**src/rtl/uart_pkg.sv**
```systemverilog
// Shared UART receiver definitions: FSM states, parity codes, defaults.
// Also provides the 3-sample majority helper used by the sampler.
package uart_pkg;

  typedef enum logic [2:0] {
    S_IDLE,
    S_START,
    S_DATA,
    S_PARITY,
    S_STOP
  } rx_state_e;

  localparam logic PAR_EVEN = 1'b0;
  localparam logic PAR_ODD  = 1'b1;

  localparam int DEF_PRESCALE   = 8;
  localparam int DEF_DATA_WIDTH = 8;

  function automatic logic majority3(input logic [2:0] s);
    return (s[0] & s[1]) | (s[0] & s[2]) | (s[1] & s[2]);
  endfunction

endpackage

```
**src/rtl/uart_rx_sampler.sv**
```systemverilog
// rx_sampler: captures the line at three mid-bit edges and votes.
// Ports: clk_i, rst_i, rx_i, edge_cnt_i in; bit_o (majority) out.
module rx_sampler
  import uart_pkg::*;
#(
  parameter int Prescale = DEF_PRESCALE,
  parameter int EW       = $clog2(Prescale)
) (
  input  logic          clk_i,
  input  logic          rst_i,
  input  logic          rx_i,
  input  logic [EW-1:0] edge_cnt_i,
  output logic          bit_o
);

  localparam int MID = Prescale / 2;

  localparam logic [EW-1:0] E0 = EW'(MID - 1);
  localparam logic [EW-1:0] E1 = EW'(MID);
  localparam logic [EW-1:0] E2 = EW'(MID + 1);

  logic [2:0] smp_q;

  always_ff @(posedge clk_i) begin
    if (rst_i) begin
      smp_q <= '0;
    end else begin
      if (edge_cnt_i == E0) smp_q[0] <= rx_i;
      if (edge_cnt_i == E1) smp_q[1] <= rx_i;
      if (edge_cnt_i == E2) smp_q[2] <= rx_i;
    end
  end

  // All three samples are settled well before the bit's last edge.
  assign bit_o = majority3(smp_q);

endmodule

```
**src/rtl/uart_rx.sv**
```systemverilog
// UART receiver: start/data/parity/stop framing, registered result pulses.
// Ports: CLK_UART, RST_UART, RX_IN_UART, PAR_EN/TYPE in; P_DATA, pulses out.
module uart_rx
  import uart_pkg::*;
#(
  parameter int Data_Width = DEF_DATA_WIDTH,
  parameter int Prescale   = DEF_PRESCALE
) (
  input  logic                  CLK_UART,
  input  logic                  RST_UART,
  input  logic                  RX_IN_UART,
  input  logic                  PAR_EN_UART,
  input  logic                  PAR_TYPE_UART,
  output logic [Data_Width-1:0] P_DATA_UART,
  output logic                  DATA_VALID_UART,
  output logic                  PAR_ERR_UART,
  output logic                  STP_ERR_UART
);

  localparam int EW = $clog2(Prescale);
  localparam int BW = (Data_Width > 1) ? $clog2(Data_Width) : 1;

  localparam logic [EW-1:0] EDGE_LAST = EW'(Prescale - 1);
  localparam logic [BW-1:0] BIT_LAST  = BW'(Data_Width - 1);

  rx_state_e             state_q;
  logic [EW-1:0]         edge_cnt_q;
  logic [EW-1:0]         edge_cnt_d;
  logic [BW-1:0]         bit_cnt_q;
  logic [Data_Width-1:0] shreg_q;
  logic                  par_en_q;
  logic                  par_type_q;
  logic                  par_bit_q;
  logic [Data_Width-1:0] pdata_q;
  logic                  valid_q;
  logic                  perr_q;
  logic                  serr_q;

  logic smp_bit;
  logic edge_last;
  logic par_exp;
  logic frame_perr;
  logic frame_serr;

  rx_sampler #(
    .Prescale (Prescale),
    .EW       (EW)
  ) u_sampler (
    .clk_i      (CLK_UART),
    .rst_i      (RST_UART),
    .rx_i       (RX_IN_UART),
    .edge_cnt_i (edge_cnt_q),
    .bit_o      (smp_bit)
  );

  assign edge_last  = (edge_cnt_q == EDGE_LAST);
  assign edge_cnt_d = edge_last ? '0 : edge_cnt_q + 1'b1;

  assign par_exp    = (^shreg_q) ^ (par_type_q == PAR_ODD);
  assign frame_perr = par_en_q & (par_bit_q ^ par_exp);
  // smp_bit holds the stop-bit vote while in STOP.
  assign frame_serr = ~smp_bit;

  always_ff @(posedge CLK_UART) begin
    if (RST_UART) begin
      state_q    <= S_IDLE;
      edge_cnt_q <= '0;
      bit_cnt_q  <= '0;
      shreg_q    <= '0;
      par_en_q   <= 1'b0;
      par_type_q <= 1'b0;
      par_bit_q  <= 1'b0;
      pdata_q    <= '0;
      valid_q    <= 1'b0;
      perr_q     <= 1'b0;
      serr_q     <= 1'b0;
    end else begin
      valid_q <= 1'b0;
      perr_q  <= 1'b0;
      serr_q  <= 1'b0;
      unique case (state_q)
        S_IDLE: begin
          edge_cnt_q <= '0;
          bit_cnt_q  <= '0;
          // The falling-edge cycle is edge 0 of the start bit.
          if (!RX_IN_UART) begin
            state_q    <= S_START;
            edge_cnt_q <= EW'(1);
          end
        end
        S_START: begin
          edge_cnt_q <= edge_cnt_d;
          if (edge_last) begin
            if (!smp_bit) begin
              state_q    <= S_DATA;
              par_en_q   <= PAR_EN_UART;
              par_type_q <= PAR_TYPE_UART;
            end else begin
              state_q <= S_IDLE;
            end
          end
        end
        S_DATA: begin
          edge_cnt_q <= edge_cnt_d;
          if (edge_last) begin
            shreg_q[bit_cnt_q] <= smp_bit;
            if (bit_cnt_q == BIT_LAST) begin
              bit_cnt_q <= '0;
              state_q   <= par_en_q ? S_PARITY : S_STOP;
            end else begin
              bit_cnt_q <= bit_cnt_q + 1'b1;
            end
          end
        end
        S_PARITY: begin
          edge_cnt_q <= edge_cnt_d;
          if (edge_last) begin
            par_bit_q <= smp_bit;
            state_q   <= S_STOP;
          end
        end
        S_STOP: begin
          edge_cnt_q <= edge_cnt_d;
          if (edge_last) begin
            state_q <= S_IDLE;
            perr_q  <= frame_perr;
            serr_q  <= frame_serr;
            if (!frame_perr && !frame_serr) begin
              valid_q <= 1'b1;
              pdata_q <= shreg_q;
            end
          end
        end
        default: state_q <= S_IDLE;
      endcase
    end
  end

  assign P_DATA_UART     = pdata_q;
  assign DATA_VALID_UART = valid_q;
  assign PAR_ERR_UART    = perr_q;
  assign STP_ERR_UART    = serr_q;

endmodule

```
**config.mk**
```make
export PLATFORM = sky130hd
export DESIGN_NAME = uart_rx
export DESIGN_NICKNAME = d
export VERILOG_FILES = /design/src/rtl/uart_pkg.sv /design/src/rtl/uart_rx_sampler.sv /design/src/rtl/uart_rx.sv
export SDC_FILE = /design/constraint.sdc
export NUM_CORES = 1
export LEC_CHECK = 0
export ABC_CLOCK_PERIOD_IN_PS = 2500
export BUFFER_PORTS_ARGS = -buffer_cell sky130_fd_sc_hd__buf_2
export CAP_MARGIN = 20
export CORE_MARGIN = 2
export CORE_UTILIZATION = 58
export DETAILED_ROUTE_END_ITERATION = 6
export GPL_TIMING_DRIVEN = 0
export PLACE_DENSITY = 0.78
export SYNTH_ARGS = -nofsm -noshare
export SYNTH_HDL_FRONTEND = slang
export SYNTH_HIERARCHICAL = 1
export SYNTH_SLANG_ARGS = --single-unit
```
**constraint.sdc**
```tcl
create_clock -name CLK_UART -period 2.5 [get_ports CLK_UART]
set_clock_uncertainty 0.2 [all_clocks]
set_input_delay 0.375 -clock CLK_UART [delete_from_list [all_inputs] [get_ports CLK_UART]]
set_output_delay 0.375 -clock CLK_UART [all_outputs]
set_load 0.03 [all_outputs]
```
### Word level (Yosys, flattened, before mapping)

Index checks and enable logic that the tools add are counted.

| cells by class | value |
|---|---|
| add/subtract/negate cells | 2 |
| shift operators | 0 |
| div/mod/pow operators | 0 |
| multipliers | 0 |
| bitwise logic cells | 11 |
| reduce and logical (&&, ||, !) cells | 15 |
| mux-type cells | 19 |
| eq/ne operators | 15 |
| order comparisons | 2 |

Operators with widths:

| cell | number |
|---|---|
| 3-bit two-way mux | 10 |
| 3-bit equality test, second input constant | 5 |
| 3-bit one-hot mux with 5 select lines | 1 |
| 2-bit != test, second input constant | 6 |
| 3-bit one-hot mux with 2 select lines | 2 |
| 3-bit by 2-bit equality test with 1-bit output, second input constant | 3 |
| 8-bit bitwise mux | 1 |
| 8-bit XOR reduction | 1 |
| 3-bit by 1-bit adder with 3-bit output, second input constant | 2 |
| 2-bit AND reduction | 3 |
| 3-bit AND reduction | 2 |
| 6-bit AND reduction | 1 |
| 1-bit bitwise AND | 4 |
| 3-bit by 4-bit less-than comparator with 1-bit output, second input constant | 1 |
| 2-bit nonzero test | 2 |
| 4-bit OR reduction | 1 |
| 1-bit demux with 3-bit select | 1 |
| 3-bit by 1-bit equality test with 1-bit output, second input constant | 1 |
| 3-bit by 1-bit >= comparator with 1-bit output, second input constant | 1 |
| 3-bit zero test | 1 |
| 1-bit two-way mux | 3 |
| 1-bit NOT | 3 |
| 3-bit OR reduction | 1 |
| 1-bit logical AND | 2 |
| other kinds (4) | 6 |

| storage, ports and cells | value |
|---|---|
| memory bits (read-only) | 0 |
| memories kept | 0 |
| bits in latches | 0 |
| register bits | 34 |
| input port bits | 5 |
| bits in writable memories | 0 |

### Logic depth before layout (Yosys ltp)

| depth | value |
|---|---|
| depth after elaboration | 7 |
| mapped depth | 8 |

### Cells and area by module

The synthesis kept the hierarchy.

By module, submodules not included:

| module | area an instance (um^2) | instances | seq. area each (um^2) | cells an instance |
|---|---|---|---|---|
| uart_rx | 1587.8 | 1 | 620.6 | 172 |
| rx_sampler | 155.1 | 1 | 60.1 | 14 |

### Least setup slack after synthesis

OpenSTA, ideal clock, no wires.

| timing path | value |
|---|---|
| kind | flip-flop to flip-flop |
| start | register edge_cnt_q[0] |
| end | register state_q[1] |
| setup slack | 608 ps |
| cell stages (with the launch flop) | 9 |
| period minus slack after synthesis | 1892 ps |
| setup time | 86 ps |
| required time | 2214 ps |
| arrival | 1607 ps |
| path through | dfxtp_1 > ha_1 > ha_1 > buf_4 > o21ai_0 > a221oi_1 > o21a_1 > o21ai_0 > a211oi_1 |

| between the ends | value |
|---|---|
| word-level cells in the longest chain between the ends | 3 |
| elaborated cells between the ends (all ways) | 6 |
| classes of those cells | eq/ne (5); reduce/logical (1) |

Ends and longest elaborated chain:

| element | RTL line | text |
|---|---|---|
| start, declared | uart_rx.sv:27 | `logic [EW-1:0] edge_cnt_q;` |
| start signal, assigned | uart_rx.sv:92 | `edge_cnt_q <= edge_cnt_d;` |
| start signal, assigned | uart_rx.sv:104 | `edge_cnt_q <= edge_cnt_d;` |
| start signal, assigned | uart_rx.sv:116 | `edge_cnt_q <= edge_cnt_d;` |
| 3-bit equality test * | uart_rx.sv:56 | `assign edge_last = (edge_cnt_q == EDGE_LAST);` |
| 2-bit != test (no line) | - |  |
| 6-bit AND reduction (no line) * | - |  |
| end signal, assigned | uart_rx.sv:109 | `state_q <= par_en_q ? S_PARITY : S_STOP;` |
| end, declared | uart_rx.sv:26 | `rx_state_e state_q;` |

Mark *: on every way between the ends. The rest lies on a longest branch, timed or not.
A chain may end at the register's enable or synchronous reset.

### Worst setup path in the final report

Ends and elaborated chain as after synthesis.

==> summary.txt <==
Status
  • Status: complete, but fails checks
  • Failing checks: DRC

Critical path
  • Worst setup startpoint: edge_cnt_q[0]
  • Arrival time at the worst endpoint: 2.22 ns
  • R2r setup slk: 0.33 ns
  • Worst setup path endpoint: state_q[1]
  • CP required: 2.56 ns
  • RR Endpoint: state_q[1]
  • R2R depth: 8
  • Worst-path maximum fanout: 10
  • Worst setup SP type: flop
  • Worst setup EP type: flop
  • Worst Path Class, Setup: reg -> reg
  • R2R Path Start: edge_cnt_q[0]

Timing
  • Unrepaired setup endpoints after global routing: false
  • Worst slew pin tran: 0.5188 ns
  • Minimum period implied by the final worst setup slack: 2.165 ns
  • Fin. Hold Viols: 0
  • Final worst slack: 0.3349 ns
  • Relative slew slack: 0.6510
  • Setup_tns: 0 ns
  • Final Cycle Share: 0.8660
  • Final setup fails: 0
  • Max-slew violations: 0
  • Fmax: 461.9 MHz

Layout
  • Post-Layout Cell Count: 240
  • Area Overhead vs Synth: 10.84%
  • FF+latch area: 680.7 sq um
  • ANT cells: 0
  • Area taken by multi-input logic gates: 994.7 sq um
  • Final nets: 217
  • Share of cells above drive strength 1: 0.1627
  • Filler cell count: 233
  • Post-route cell area: 0.001932 sq mm

Floorplan
  • Die Area: 0.003460 sq mm
  • Row cnt: 19
  • I/O pin count: 16
  • Die Wd: 58.82 um
  • Starting Density: 0.6213
  • Core box area: 0.002805 sq mm
  • Die Ht: 58.82 um

Synthesis
  • Post-synthesis mux area share: 0.1450
  • Simple-Gate Fraction of Synth Area: 0.2599
  • Cell variety after synth: 36
  • Synth Area in XOR/XNOR: 0.06389
  • Post-synth EDFFs: 0
  • Synth Cell Area: 0.001743 sq mm
  • Largest family of logic cells by synthesized area: simple AND/OR/NAND/NOR gates
  • Synth Area in Compound Gates: 0.06748
  • Number of synthesized register bits: 34
  • Yosys warning count: 6
  • Synth async-reset ratio: 0
  • Mapped Nets: 195
  • Post-Synth Adder-Cell Area: 0.03446
  • Syn_area_per_cell: 9.371 sq um
  • Top FF cell, synth: dfxtp_1
  • Post-Syn Instances: 186
  • Register area share after synthesis: 0.3905

Routing
  • Vias per inst: 5.671
  • Drt initial violations: 51
  • Post-route ant nets: 0
  • Final wirelength: 3.307 mm
  • Drt wl/cell: 13.78 um
  • DRT Pass-1 Iters: 6
  • DR vias: 1361
  • Drt drc: 1

Clock network
  • Clk sinks: 34
  • H-tree Lvls: 2
  • Clock-pin transition on the worst setup and hold timing paths: 0.10 ns
  • # resized after CTS: 0
  • Post-CTS Setup Inserts: 0
  • Num CTS Buffers: 5
  • CTS tree: yes
  • CTS root buf: clkbuf_4
  • Clock Tree Buf Depth: 2
  • Hold buffer count at CTS: 0
  • Clk_lat worst skew: 0.33 ns

Placement
  • GPL Wtd Cong: 0.7848
  • DP Cell Count: 232
  • IO Port Bufs: 15
  • DP HPWL: 2.412 mm
  • Dpl cell area: 0.001857 sq mm
  • Dpl ws: 0.3665 ns

Global routing
  • Gr usage total: 0.2199
  • Vias in the first global route: 1298
  • M3 GR Usage: 0.05934
  • Largest net degree at the start of global routing: 11
  • First-pass GRT wire length: 5.678 mm
  • Grt total ovfl: 0
  • Initial antenna violation count: 0
  • GRT Max-Usage Layer: met2
  • GRT met1 Usage: 0.2724
  • M2 GR Usage: 0.3540

Power
  • Peak VDD IR: 0.4454 mV
  • Final Power: 1.329 mW
  • Power density cells: 687.9 mW/mm^2
  • Leakage: 0.7818 nW

Hold path
  • Worst Hold Class: in -> reg

Run
  • Max-Cap Viols: 0
## critical path, cell delays in order (launching register included)
cell,delay (ns)
dfxtp_1,0.46
ha_1,0.20
ha_1,0.15
buf_4,0.16
o21ai_0,0.13
a221oi_1,0.26
o21a_1,0.18
o21ai_0,0.11
a211oi_1,0.23
## logic make-up after synthesis
kind of cell             after synthesis
adder cells (fa/ha/maj)                5
XOR/XNOR                               8
multiplexers                          25
buffers and inverters                 15
AO/OA/AOI/OAI                         18
AND/OR/NAND/NOR                       81
flip-flops                            34
## synth_stat cells (2+ instances only)
cell       n  area share
a211oi_1   2      0.0086
a21oi_1    8       0.023
buf_2      3      0.0086
buf_4      2      0.0086
clkbuf_1   8       0.017
dfxtp_1   34        0.39
ha_1       4       0.029
inv_1      2      0.0043
mux2_2     2       0.013
mux2i_1   23        0.13
nand2_1    7       0.015
nand2b_1  15       0.054
nand3_1    5       0.014
nand3b_1   6       0.026
nor2_1    24       0.052
nor3_1     4       0.011
nor3b_1    5       0.022
nor4_1     2      0.0072
o21a_1     2      0.0086
o21ai_0    3      0.0086
or2b_1     7       0.030
xnor2_1    3       0.015
xor2_1     2       0.010
## registers in the layout (all words and copies together), names as in the netlist
| register | cells |
|---|---|
| P_DATA_UART | 8 |
| shreg_q | 8 |
| bit_cnt_q | 3 |
| edge_cnt_q | 3 |
| state_q | 3 |
| u_sampler/smp_q | 3 |
| DATA_VALID_UART | 1 |
| PAR_ERR_UART | 1 |
| STP_ERR_UART | 1 |
| par_bit_q | 1 |
| par_en_q | 1 |
| par_type_q | 1 |
## report_power, final
part	internal (mW)	switching [mW]	leakage [nW]
combinational	0.144	0.198	0.468
clock	0.212	0.178	0.0395
sequential	0.572	0.0251	0.275
total	0.929	0.400	0.782
## cells in the final DEF (no fill, tap or decap), drive strengths merged
cell / netlist / routed
bufinv: 0 / 1
and3: 1 / 1
nor2: 24 / 24
nor4: 2 / 2
nand3: 5 / 5
dfxtp: 34 / 34
buf: 5 / 20
mux2: 2 / 2
nand2: 7 / 7
and2: 1 / 1
mux2i: 23 / 23
xnor2: 5 / 5
nand4: 1 / 1
maj3: 1 / 1
nor2b: 1 / 1
nand3b: 6 / 6
clkbuf: 8 / 15
or2b: 7 / 7
o21ai: 3 / 3
xnor3: 1 / 1
nor3b: 6 / 6
nor3: 4 / 4
a21oi: 9 / 9
xor2: 2 / 2
a211oi: 2 / 2
inv: 2 / 2
a22oi: 1 / 1
o21a: 2 / 2
and4bb: 1 / 1
ha: 4 / 4
nand2b: 15 / 15
a221oi: 1 / 1
## layer usage
metal  wire [um]  part of all wire  vias up
li1            -                 -      682
met1        1530              0.46      641
met2        1552              0.47       27
met3         131             0.040       11
met4          93             0.028        0
met5           0                 0        -
## through the flow
stage                 util  hold slack [ns]
global placement    0.6619           0.2541
finish              0.6887          0.07193
global route        0.6887          0.07167
CTS                 0.6887          0.07650
detailed placement  0.6619           0.2631
floorplan                -           0.2561
## area by class of cell
type	count	share of cell area
well taps	31	0.02008
repair buffers	15	0.03886
flip-flops and latches	34	0.3523
multi-input cells	137	0.5149
clock inverters	1	0.01554
plain buffers	13	0.03109
clock buffers	7	0.02332
inverters	2	0.003886
## worst min-delay path by stage
stage,start,end,depth (start not counted)
finish,PAR_TYPE_UART,par_type_q,3
global route,PAR_TYPE_UART,par_type_q,3
CTS,PAR_TYPE_UART,par_type_q,3
detailed placement,P_DATA_UART[5],P_DATA_UART[5],2
global placement,P_DATA_UART[4],P_DATA_UART[4],2
floorplan,u_sampler/smp_q[0],u_sampler/smp_q[0],2
(Power assumes the default switching activity.)
